**config.mk**
```make
export PLATFORM = sky130hd
export DESIGN_NAME = crossing_scheduler_flat
export DESIGN_NICKNAME = d
export VERILOG_FILES = /design/src/rtl/crossing_pkg.sv /design/src/rtl/crossing_scheduler_if.sv /design/src/rtl/phase_timer.sv /design/src/rtl/crossing_scheduler.sv /design/src/flat_wrapper.sv
export SDC_FILE = /design/constraint.sdc
export NUM_CORES = 1
export LEC_CHECK = 0
export CORE_MARGIN = 4
export CORE_UTILIZATION = 40
export CTS_CLUSTER_SIZE = 16
export DETAILED_ROUTE_END_ITERATION = 10
export MAX_ROUTING_LAYER = met4
export PLACE_DENSITY = 0.73
export SETUP_SLACK_MARGIN = 0.5
export SKIP_CTS_REPAIR_TIMING = 1
export SYNTH_ARGS = -nofsm -noshare
export SYNTH_HDL_FRONTEND = slang
export SYNTH_HIERARCHICAL = 1
export SYNTH_SLANG_ARGS = --single-unit
```
**constraint.sdc**
```tcl
create_clock -name clk -period 3.2 [get_ports clk]
set_input_delay 0.96 -clock clk [delete_from_list [all_inputs] [get_ports clk]]
set_output_delay 0.96 -clock clk [all_outputs]
set_load 0.05 [all_outputs]
```
**src/rtl/crossing_pkg.sv**
```systemverilog
// Shared types, default phase durations and helpers for the pedestrian-crossing
// sequencer.
package crossing_pkg;

    typedef enum logic [1:0] {GO, STOP, WALK, CLEAR} state_t;
    typedef enum logic {XING_A, XING_B} xing_t;

    localparam int DEF_GREEN_MIN = 8;
    localparam int DEF_YELLOW_T  = 3;
    localparam int DEF_WALK_T    = 6;
    localparam int DEF_CLEAR_T   = 2;

    typedef struct packed {
        logic ra;
        logic ya;
        logic ga;
        logic rb;
        logic yb;
        logic gb;
        logic walk_a;
        logic walk_b;
        logic busy;
    } lamps_t;

    // One spare bit keeps a count of exactly 2**k representable.
    function automatic int TMR_W(int g, int y, int w, int c);
        int m;
        m = g;
        if (y > m) m = y;
        if (w > m) m = w;
        if (c > m) m = c;
        return $clog2(m) + 1;
    endfunction

    // Road B stays red in every phase; only road A and the walk lamps cycle.
    function automatic lamps_t decode_lamps(state_t s, xing_t x);
        lamps_t l;
        l      = '0;
        l.rb   = 1'b1;
        l.busy = (s != GO);
        case (s)
            GO:    l.ga = 1'b1;
            STOP:  l.ya = 1'b1;
            WALK: begin
                l.ra     = 1'b1;
                l.walk_a = (x == XING_A);
                l.walk_b = (x == XING_B);
            end
            CLEAR: l.ra = 1'b1;
        endcase
        return l;
    endfunction

endpackage

```
**src/rtl/crossing_scheduler_if.sv**
```systemverilog
// Request inputs and lamp outputs of the crossing sequencer.
interface crossing_scheduler_if;

    logic Sa;
    logic Sb;
    logic Ra;
    logic Ya;
    logic Ga;
    logic Rb;
    logic Yb;
    logic Gb;
    logic walk_a;
    logic walk_b;
    logic busy;

    modport master (
        output Sa, Sb,
        input  Ra, Ya, Ga, Rb, Yb, Gb, walk_a, walk_b, busy
    );

    modport slave (
        input  Sa, Sb,
        output Ra, Ya, Ga, Rb, Yb, Gb, walk_a, walk_b, busy
    );

endinterface

```
**src/rtl/phase_timer.sv**
```systemverilog
// Loadable down-counter that saturates at zero; done flags the final cycle of
// a phase.
module phase_timer #(
    parameter int W = 4
) (
    input  logic         clk,
    input  logic         load,
    input  logic [W-1:0] load_val,
    output logic         done
);

    logic [W-1:0] cnt;

    always_ff @(posedge clk) begin
        if (load)
            cnt <= load_val;
        else if (cnt != '0)
            cnt <= cnt - 1'b1;
    end

    assign done = (cnt == '0);

endmodule

```
**src/rtl/crossing_scheduler.sv**
```systemverilog
// Phase sequencer for the two-way pedestrian crossing: request latches,
// round-robin arbiter, GO/STOP/WALK/CLEAR FSM and registered lamp decode.
module crossing_scheduler
    import crossing_pkg::*;
#(
    parameter int GREEN_MIN = DEF_GREEN_MIN,
    parameter int YELLOW_T  = DEF_YELLOW_T,
    parameter int WALK_T    = DEF_WALK_T,
    parameter int CLEAR_T   = DEF_CLEAR_T
) (
    input  logic           clk,
    input  logic           rst,
    crossing_scheduler_if.slave xif
);

    localparam int TW = TMR_W(GREEN_MIN, YELLOW_T, WALK_T, CLEAR_T);

    state_t        state, nxt_state;
    xing_t         served, nxt_served, last_served, pick;
    logic          pend_a, pend_b;
    logic          advance, enter_walk, done;
    logic          tmr_load;
    logic [TW-1:0] tmr_val;
    lamps_t        lamps;

    // On a tie, serve the crossing that did not walk last.
    assign pick = (pend_a && pend_b) ? ((last_served == XING_B) ? XING_A : XING_B)
                                     : (pend_a ? XING_A : XING_B);

    always_comb begin
        advance    = 1'b0;
        nxt_state  = state;
        nxt_served = served;
        case (state)
            GO: if (done && (pend_a || pend_b)) begin
                advance    = 1'b1;
                nxt_state  = STOP;
                nxt_served = pick;
            end
            STOP:  if (done) begin advance = 1'b1; nxt_state = WALK;  end
            WALK:  if (done) begin advance = 1'b1; nxt_state = CLEAR; end
            CLEAR: if (done) begin advance = 1'b1; nxt_state = GO;    end
        endcase
    end

    // The timer is reloaded with N-1 on the edge that enters each phase.
    always_comb begin
        tmr_load = rst | advance;
        tmr_val  = TW'(GREEN_MIN - 1);
        if (!rst) begin
            case (nxt_state)
                GO:    tmr_val = TW'(GREEN_MIN - 1);
                STOP:  tmr_val = TW'(YELLOW_T - 1);
                WALK:  tmr_val = TW'(WALK_T - 1);
                CLEAR: tmr_val = TW'(CLEAR_T - 1);
            endcase
        end
    end

    assign enter_walk = advance && (state == STOP);

    phase_timer #(.W(TW)) u_timer (
        .clk      (clk),
        .load     (tmr_load),
        .load_val (tmr_val),
        .done     (done)
    );

    // A request present on the WALK-entry edge re-arms its latch immediately.
    always_ff @(posedge clk) begin
        if (rst) begin
            state       <= GO;
            served      <= XING_A;
            last_served <= XING_B;
            pend_a      <= 1'b0;
            pend_b      <= 1'b0;
            lamps       <= decode_lamps(GO, XING_A);
        end else begin
            state  <= nxt_state;
            served <= nxt_served;
            lamps  <= decode_lamps(nxt_state, nxt_served);
            if (enter_walk)
                last_served <= served;
            pend_a <= xif.Sa | (pend_a & ~(enter_walk && (served == XING_A)));
            pend_b <= xif.Sb | (pend_b & ~(enter_walk && (served == XING_B)));
        end
    end

    assign xif.Ra     = lamps.ra;
    assign xif.Ya     = lamps.ya;
    assign xif.Ga     = lamps.ga;
    assign xif.Rb     = lamps.rb;
    assign xif.Yb     = lamps.yb;
    assign xif.Gb     = lamps.gb;
    assign xif.walk_a = lamps.walk_a;
    assign xif.walk_b = lamps.walk_b;
    assign xif.busy   = lamps.busy;

endmodule

```
**src/flat_wrapper.sv**
```systemverilog
// flat-port wrapper written by rule: the top's interface ports become plain ports
module crossing_scheduler_flat import crossing_pkg::*;
#(
    parameter int GREEN_MIN = DEF_GREEN_MIN,
    parameter int YELLOW_T  = DEF_YELLOW_T,
    parameter int WALK_T    = DEF_WALK_T,
    parameter int CLEAR_T   = DEF_CLEAR_T
)
  (clk, rst, xif_Sa, xif_Sb, xif_Ra, xif_Ya, xif_Ga, xif_Rb, xif_Yb, xif_Gb, xif_walk_a, xif_walk_b, xif_busy);
  crossing_scheduler_if xif_i ();
  input  logic clk;
  input  logic rst;
  input wire logic [$bits(xif_i.Sa)-1:0] xif_Sa;
  input wire logic [$bits(xif_i.Sb)-1:0] xif_Sb;
  output wire logic [$bits(xif_i.Ra)-1:0] xif_Ra;
  output wire logic [$bits(xif_i.Ya)-1:0] xif_Ya;
  output wire logic [$bits(xif_i.Ga)-1:0] xif_Ga;
  output wire logic [$bits(xif_i.Rb)-1:0] xif_Rb;
  output wire logic [$bits(xif_i.Yb)-1:0] xif_Yb;
  output wire logic [$bits(xif_i.Gb)-1:0] xif_Gb;
  output wire logic [$bits(xif_i.walk_a)-1:0] xif_walk_a;
  output wire logic [$bits(xif_i.walk_b)-1:0] xif_walk_b;
  output wire logic [$bits(xif_i.busy)-1:0] xif_busy;
  assign xif_i.Sa = xif_Sa;
  assign xif_i.Sb = xif_Sb;
  assign xif_Ra = xif_i.Ra;
  assign xif_Ya = xif_i.Ya;
  assign xif_Ga = xif_i.Ga;
  assign xif_Rb = xif_i.Rb;
  assign xif_Yb = xif_i.Yb;
  assign xif_Gb = xif_i.Gb;
  assign xif_walk_a = xif_i.walk_a;
  assign xif_walk_b = xif_i.walk_b;
  assign xif_busy = xif_i.busy;
  crossing_scheduler #(.GREEN_MIN(GREEN_MIN), .YELLOW_T(YELLOW_T), .WALK_T(WALK_T), .CLEAR_T(CLEAR_T)) u_core (.clk(clk), .rst(rst), .xif(xif_i));
endmodule
```
==> impl_summary.txt, run 1 <==
----------------------------------------------------
[CTS]
  Number of levels the H-tree was split into ... 1
  Clock transition at the registers of the reported paths ... about 0.09 ns
  TritonCTS clock tree ... built
  Count of clock tree sinks ... 16
  Maximum clock insertion buffer count ... 2
  Clk Latency, worst-skew pair ... around 0.27 ns
  Buffer type at the clock tree root ... clkbuf_4
  Clock buffer count from CTS ... 3

[Place]
  Placed inst area ... between 800 and 900 µm²
  Final HPWL from detailed placement ... approximately 870 µm
  GPL Wtd Cong ... roughly 0.74
  Count of input and output buffers ... 9
  Worst slack, placed ... between 0.7 and 0.8 ns

[Critical path]
  Launch point of the worst path ... u_core/xif.walk_a
  Buf+Inv Stages, Crit Path ... 1
  Slowest stage delay, CP ... roughly 0.80 ns
  Maximum fanout encountered on the critical timing path ... 1
  Critical path class ... reg2out
  Critical path launch point type ... flip-flop
  Data arrival time of the critical path ... 1.39 ns
  Cell type of the slowest stage on the worst timing path ... clkdlybuf4s50_1
  Data required time at the worst endpoint ... 2.24 ns
  Start of the worst register-to-register path ... u_core/u_timer/cnt[0]
  Critical-path cell list ... clkdlybuf4s50_1
  Category of the worst setup path capture point ... output pin
  Critical path's top delay family ... buffers and inverters

[Detailed routing]
  Average routed wire per standard cell ... around 10 µm
  Number of antenna-violating nets in the routed design ... 0
  DRC violation count after routing ... 0
  Detailed-route via count ... 524
  Routed via count divided by cell count ... between 4 and 5
  DR iter-0 viols ... 9
  Drt first pass iters ... 3
  Total length of routed wires ... 1.152 mm

[Synthesis]
  Mapped Area ... 734.5 µm²
  Average cell area after synthesis ... around 9.5 µm²
  Netlist cell types ... 33
  Synthesized flop and latch total ... 16
  Synthesized netlist cell count ... a little under 80
  Yosys warning count ... 6
  Proportion of synthesized chip area in sequential cells ... roughly half

[Status]
  Outcome ... finished clean

[Global routing]
  Number of global-route vias before repair ... approximately 470
  Largest net degree at the start of global routing ... 14
  Total overflow reported by the global router ... 0
  Global-route wire length before repair ... roughly 2.0 mm
  Total routing usage reported by global routing ... a little over a tenth
  Number of antenna violations at the first check in global routing ... 0

[Power]
  Static Leakage ... between 0.3 and 0.4 nW
  IR Drop Worst-Case VDD ... 198.1 µV
  Total power ... approximately 0.39 mW
  Ratio of total power to cell area ... 454.6 nW/µm²

[Worst hold path]
  Beginning of the worst hold path ... u_core/last_served
  HP Class ... reg2reg

[Run]
  Number of violations of the max-capacitance limit ... 0

[Cells and area]
  Number of diodes ... 0
  Final Instance Area ... about 860 µm²
  Post-synthesis to final-layout area growth ... 17.72%
  FILL cells ... between 150 and 200
  Multi-input gate area ... around 320 µm²
  Fraction of layout cells with a size suffix above 1 ... 11.49%
  Area taken by flip-flops and latches ... 360.3 µm²
  Net total in the final layout ... a little over 90
  End-of-flow core utilization ... between 50% and 60%

[Floorplanning]
  Floorplan row count ... 15
  Horizontal die dimension ... around 51 µm
  Area of the die ... approximately 2600 µm²
  Die H ... a little over 50 µm
  Total I/O pin count ... 13
  Initial core utilization ... between 40% and 50%
  CORE AREA ... about 1700 µm²

[Timing]
  Achievable Freq ... 0.4252 GHz
  Count of final max-slew check failures ... 0
  Setup repair after global routing missed its margin ... no
  Count of final setup violators ... 0
  Final worst setup slack ... ~0.85 ns
  Hold Vio Cnt, Final ... 0
  Final min period ... about 2.4 ns
  Final period util ... between 70% and 80%
  Post-route setup TNS ... 0 ns
  Largest clock skew in the final design ... between 0.003 and 0.004 ns

----------------------------------------------------
-- logic make-up (layout without fill, tap and decap cells) --
group           after synthesis  count (layout)  synth area share [%]
fa+ha+maj                     1               1                 1.703
flops                        16              16                 49.06
buf+inv                      11              19                 8.346
other cells                   2               4                 1.023
simple gates                 27              27                 21.12
xor+xnor                      1               1                 1.193
compound gates               18              18                 16.19
mux                           1               1                 1.363
-- per-layer routing --
layer	vias to the layer above	share of wire [%]	GRT usage [%]	wire, µm
met2	5	50	16.96	580
met3	2	2.1	2.624	24
li1	282	-	-	-
met5	-	0	-	0
met1	235	47	11.88	537
met4	0	0.87	5.381	10
-- registers in the layout (all words and copies together), names as in the netlist --
signal	flops
u_core/served	1
u_core/pend_a	1
u_core/xif.Ra	1
u_core/last_served	1
u_core/xif.busy	1
u_core/xif.walk_a	1
u_core/xif.walk_b	1
u_core/xif.Ya	1
u_core/u_timer/cnt	4
u_core/pend_b	1
u_core/state	2
u_core/xif.Ga	1
-- final cells by class --
type | count | area share [%]
repair buffers | 10 | 11.29
well taps | 25 | 3.618
inverters | 5 | 2.171
multi-input cells | 52 | 37.05
clock buffers | 4 | 4.197
flip-flops and latches | 16 | 41.68
-- Yosys cell counts --
cell type / number / area (µm²)
dfxtp_1: 12 / 240.2
a21oi_1: 6 / 30.03
inv_1: 5 / 18.77
edfxtp_1: 4 / 120.1
nand2_1: 4 / 15.01
nand2b_1: 4 / 25.02
o21ai_0: 4 / 20.02
buf_4: 3 / 22.52
nor2_1: 3 / 11.26
nor3_1: 3 / 15.01
or3_1: 3 / 18.77
conb_1: 2 / 7.510
nor2b_1: 2 / 12.51
o31a_1: 2 / 17.52
or2_2: 2 / 12.51
a21bo_2: 1 / 10.01
a21o_1: 1 / 7.510
a21oi_2: 1 / 8.760
a31o_2: 1 / 8.760
a31oi_1: 1 / 6.260
and3_1: 1 / 6.260
buf_1: 1 / 3.750
buf_6: 1 / 11.26
clkbuf_2: 1 / 5.000
ha_1: 1 / 12.51
mux2i_1: 1 / 10.01
nand3b_1: 1 / 7.510
nand4b_1: 1 / 8.760
nor3b_1: 1 / 7.510
nor4_1: 1 / 6.260
o21ba_1: 1 / 10.01
or3b_1: 1 / 8.760
xnor2_1: 1 / 8.760
-- stage by stage --
stage,hold WS [ns],cells
CTS,0.4668,112
finish,0.4627,112
global route,0.5139,112
detailed placement,0.4423,108
global placement,0.4462,108
floorplan,0.4287,79
-- where the power goes --
part / internal, mW / switching [mW]
clock network: 0.0691 / 0.0582
registers: 0.217 / 0.00812
logic: 0.0168 / 0.0235
-- cell usage in the layout (no fill, tap or decap), types with 2 or more instances in the layout --
cell / instances
or2_2: 2
clkdlybuf4s50_1: 9
clkbuf_4: 3
nor3_1: 3
or3_1: 3
conb_1: 4
nand2_1: 4
o31a_1: 2
edfxtp_1: 4
nor2_1: 3
dfxtp_1: 12
o21ai_0: 4
inv_1: 5
nand2b_1: 4
a21oi_1: 6
nor2b_1: 2
-- final timing paths --
check	endpoint	cells after the start	slack (ns)
worst max-delay path	xif_walk_a	1	0.85
worst min-delay path	u_core/last_served	2	0.46
worst max register to register	u_core/u_timer/cnt[0]	9	0.97
worst min register to register	u_core/last_served	2	0.46
No activity file was read; power rests on OpenSTA's default activity.
==> run 2: changes to the inputs <==
- clock period: 3.2 -> 2.45 ns (I/O delays scaled with it)
==> impl_summary.txt, run 2 (synthesis results as in run 1) <==
----------------------------------------------------
[Detailed routing]
  Number of antenna-violating nets in the routed design ... 0 (unchanged)
  DRC violation count after routing ... 0 (unchanged)
  DR iter-0 viols ... 2 (was 9)
  Routed via count divided by cell count ... 4.771 (was 4.679)
  Total length of routed wires ... 1.264 mm (was 1.152 mm)
  Average routed wire per standard cell ... 10.71 µm (was 10.29 µm)
  Drt first pass iters ... 4 (was 3)
  Detailed-route via count ... 563 (was 524)

[Critical path]
  Crit path to ... u_core/u_timer/cnt[0] (was xif_walk_a)
  Worst reg2reg setup slack ... 0.53 ns (was 0.97 ns)
  Count of cells along the worst register-to-register path ... 9 (unchanged)
  Destination of the worst register-to-register timing path ... u_core/u_timer/cnt[0] (unchanged)
  Start of the worst register-to-register path ... u_core/u_timer/cnt[0] (unchanged)
  Launch point of the worst path ... u_core/u_timer/cnt[0] (was u_core/xif.walk_a)
  Maximum fanout encountered on the critical timing path ... 7 (was 1)
  Data required time at the worst endpoint ... 2.49 ns (was 2.24 ns)
  Critical path class ... reg2reg (was reg2out)
  Critical path launch point type ... flip-flop (unchanged)
  Category of the worst setup path capture point ... flip-flop (was output pin)
  Data arrival time of the critical path ... 1.96 ns (was 1.39 ns)

[Power]
  Share of power burned in the clock network ... 32.0% (was 32.4%)
  Sw Pwr ... 0.1245 mW (was 0.08990 mW)
  Fraction of power spent switching nets ... 23.51% (was 22.87%)
  Internal power summed over all cells ... 0.4051 mW (was 0.3031 mW)
  IR Drop Worst-Case VDD ... 367.3 µV (was 198.1 µV)
  Ratio of total power to cell area ... 555.5 nW/µm² (was 454.6 nW/µm²)
  Static Leakage ... 0.4750 nW (was 0.3497 nW)
  Sequential share of power ... 55.4% (was 57.3%)
  Logic pwr share ... 12.5% (was 10.3%)

[Global routing]
  Number of global-route vias before repair ... 506 (was 473)
  Total overflow reported by the global router ... 0 (unchanged)
  Total routing usage reported by global routing ... 11.08% (was 10.43%)
  Global-route wire length before repair ... 2.132 mm (was 1.966 mm)
  Largest net degree at the start of global routing ... 13 (was 14)
  Number of antenna violations at the first check in global routing ... 0 (unchanged)

[CTS]
  Maximum clock insertion buffer count ... 2 (unchanged)
  Clk Latency, worst-skew pair ... 0.28 ns (was 0.27 ns)
  Count of clock tree sinks ... 16 (unchanged)
  Clock buffer count from CTS ... 3 (unchanged)
  Buffer type at the clock tree root ... clkbuf_4 (unchanged)
  Clock transition at the registers of the reported paths ... 0.09 ns (about the same)
  Number of levels the H-tree was split into ... 1 (unchanged)
  TritonCTS clock tree ... built (unchanged)

[Timing]
  Largest clock skew in the final design ... 0.007101 ns (was 0.003856 ns)
  Count of final setup violators ... 0 (unchanged)
  Final period util ... 78.37%
  Hold Vio Cnt, Final ... 0 (unchanged)
  Actual slew at the worst max-slew pin ... just over 0.5 ns
  Achievable Freq ... 0.5208 GHz
  Final min period ... ~1.9 ns
  Post-route setup TNS ... 0 ns (unchanged)
  Max-Slew Margin vs Limit ... 66.01%
  Setup repair after global routing missed its margin ... yes (was no)
  Count of final max-slew check failures ... 0 (unchanged)

[Floorplanning]
  Area of the die ... 2586 µm² (unchanged)
  Horizontal die dimension ... 50.85 µm (unchanged)
  Floorplan row count ... 15 (unchanged)
  CORE AREA ... 1727 µm² (unchanged)
  Die H ... 50.85 µm (unchanged)
  Total I/O pin count ... 13 (unchanged)
  Initial core utilization ... 42.54% (unchanged)

[Cells and area]
  Fraction of layout cells with a size suffix above 1 ... 22.58% (was 11.49%)
  Number of diodes ... 0 (unchanged)
  Register ranked first by flip-flop count ... u_core/u_timer/cnt (unchanged)
  Net total in the final layout ... 99 (was 93)
  FILL cells ... 179 (unchanged)
  Multi-input gate area ... 349.1 µm² (was 320.3 µm²)
  Largest registers ... u_core/u_timer/cnt x4, u_core/state x2 (unchanged)
  Post-synthesis to final-layout area growth ... 29.81% (was 17.72%)
  Max FFs per register ... 4 (unchanged)
  Area taken by flip-flops and latches ... 360.3 µm² (unchanged)
  End-of-flow core utilization ... 55.22% (was 50.07%)
  Commonest non-fill, non-tap cell in the layout ... dfxtp_1 (unchanged)
  Most frequent cells in the layout ... 12 x dfxtp_1, 7 x buf_4, 6 x dlymetal6s2s_1 (was 12 x dfxtp_1, 9 x clkdlybuf4s50_1, 6 x a21oi_1)

[Place]
  Final HPWL from detailed placement ... 952.7 µm (was 869.2 µm)
  GPL Wtd Cong ... 0.7532 (was 0.7418)
  Count of input and output buffers ... 9 (unchanged)

[Run]
  Number of violations of the max-capacitance limit ... 0 (unchanged)

[Status]
  Outcome ... finished clean (unchanged)

[Worst hold path]
  HP Class ... reg2reg (unchanged)

----------------------------------------------------
run 2: changes by cell type in the layout (fill, tap and decap cells not counted), sizes merged:
cell / delta
buf: +6
clkdlybuf4s50: -6
dlymetal6s2s: +6
run 2: power groups by stage:
stage	registers (mW)	logic [mW]	clock network, mW
2_1_floorplan	0.300	0.0429	0
6_report	0.293	0.0664	0.170
5_1_grt	0.296	0.0735	0.186
4_1_cts	0.294	0.0558	0.177
3_5_place_dp	0.300	0.0558	0
3_3_place_gp	0.299	0.0536	0
run 2: stage by stage:
stage / total power [mW] / setup slack [ns] / instance area (µm²) / instances / hold WS (ns)
after floorplan: 0.3425 / 0.5154 / 742.0 / 79 / 0.4287
after global placement: 0.3529 / 0.3133 / 835.8 / 109 / 0.4431
after detailed placement: 0.3563 / 0.3056 / 835.8 / 109 / 0.4703
after CTS: 0.5271 / 0.2812 / 872.1 / 113 / 0.4959
after global routing: 0.5554 / 0.4060 / 953.4 / 118 / 0.5324
final: 0.5296 / 0.5301 / 953.4 / 118 / 0.4890
run 2: layout make-up:
| class | instances | share of cell area (%) |
|---|---|---|
| tap | 25 | 3.281 |
| clock buffer | 4 | 3.806 |
| sequential | 16 | 37.80 |
| multi-input combinational | 52 | 36.61 |
| inverter | 5 | 1.969 |
| timing repair buffer | 16 | 16.54 |
run 2: worst max-delay path: stages, from the launching register on:
cell and delay (ns):
edfxtp_1 0.39, inv_1 0.07, ha_2 0.21, nand2b_4 0.07, nor2_4 0.17, a21bo_2 0.21
nand2_1 0.08, or3_1 0.34, nand2_1 0.06, o21ai_0 0.07
run 2: per-layer routing:
layer | share of wire (%) | track usage (%) | up-vias
li1 | - | - | 292
met2 | 55 | 18.91 | 5
met1 | 41 | 12.11 | 264
met3 | 2.9 | 1.749 | 2
met4 | 1.3 | 6.726 | 0
met5 | 0 | - | -
run 2: worst min path at each step:
stage / startpoint / to / slack (ns) / cells after the start
after floorplan: u_core/last_served / u_core/last_served / 0.43 / 2
after global placement: u_core/last_served / u_core/last_served / 0.44 / 2
after detailed placement: u_core/last_served / u_core/last_served / 0.47 / 2
after CTS: u_core/last_served / u_core/last_served / 0.50 / 2
after global routing: u_core/last_served / u_core/last_served / 0.53 / 2
final: u_core/last_served / u_core/last_served / 0.49 / 2
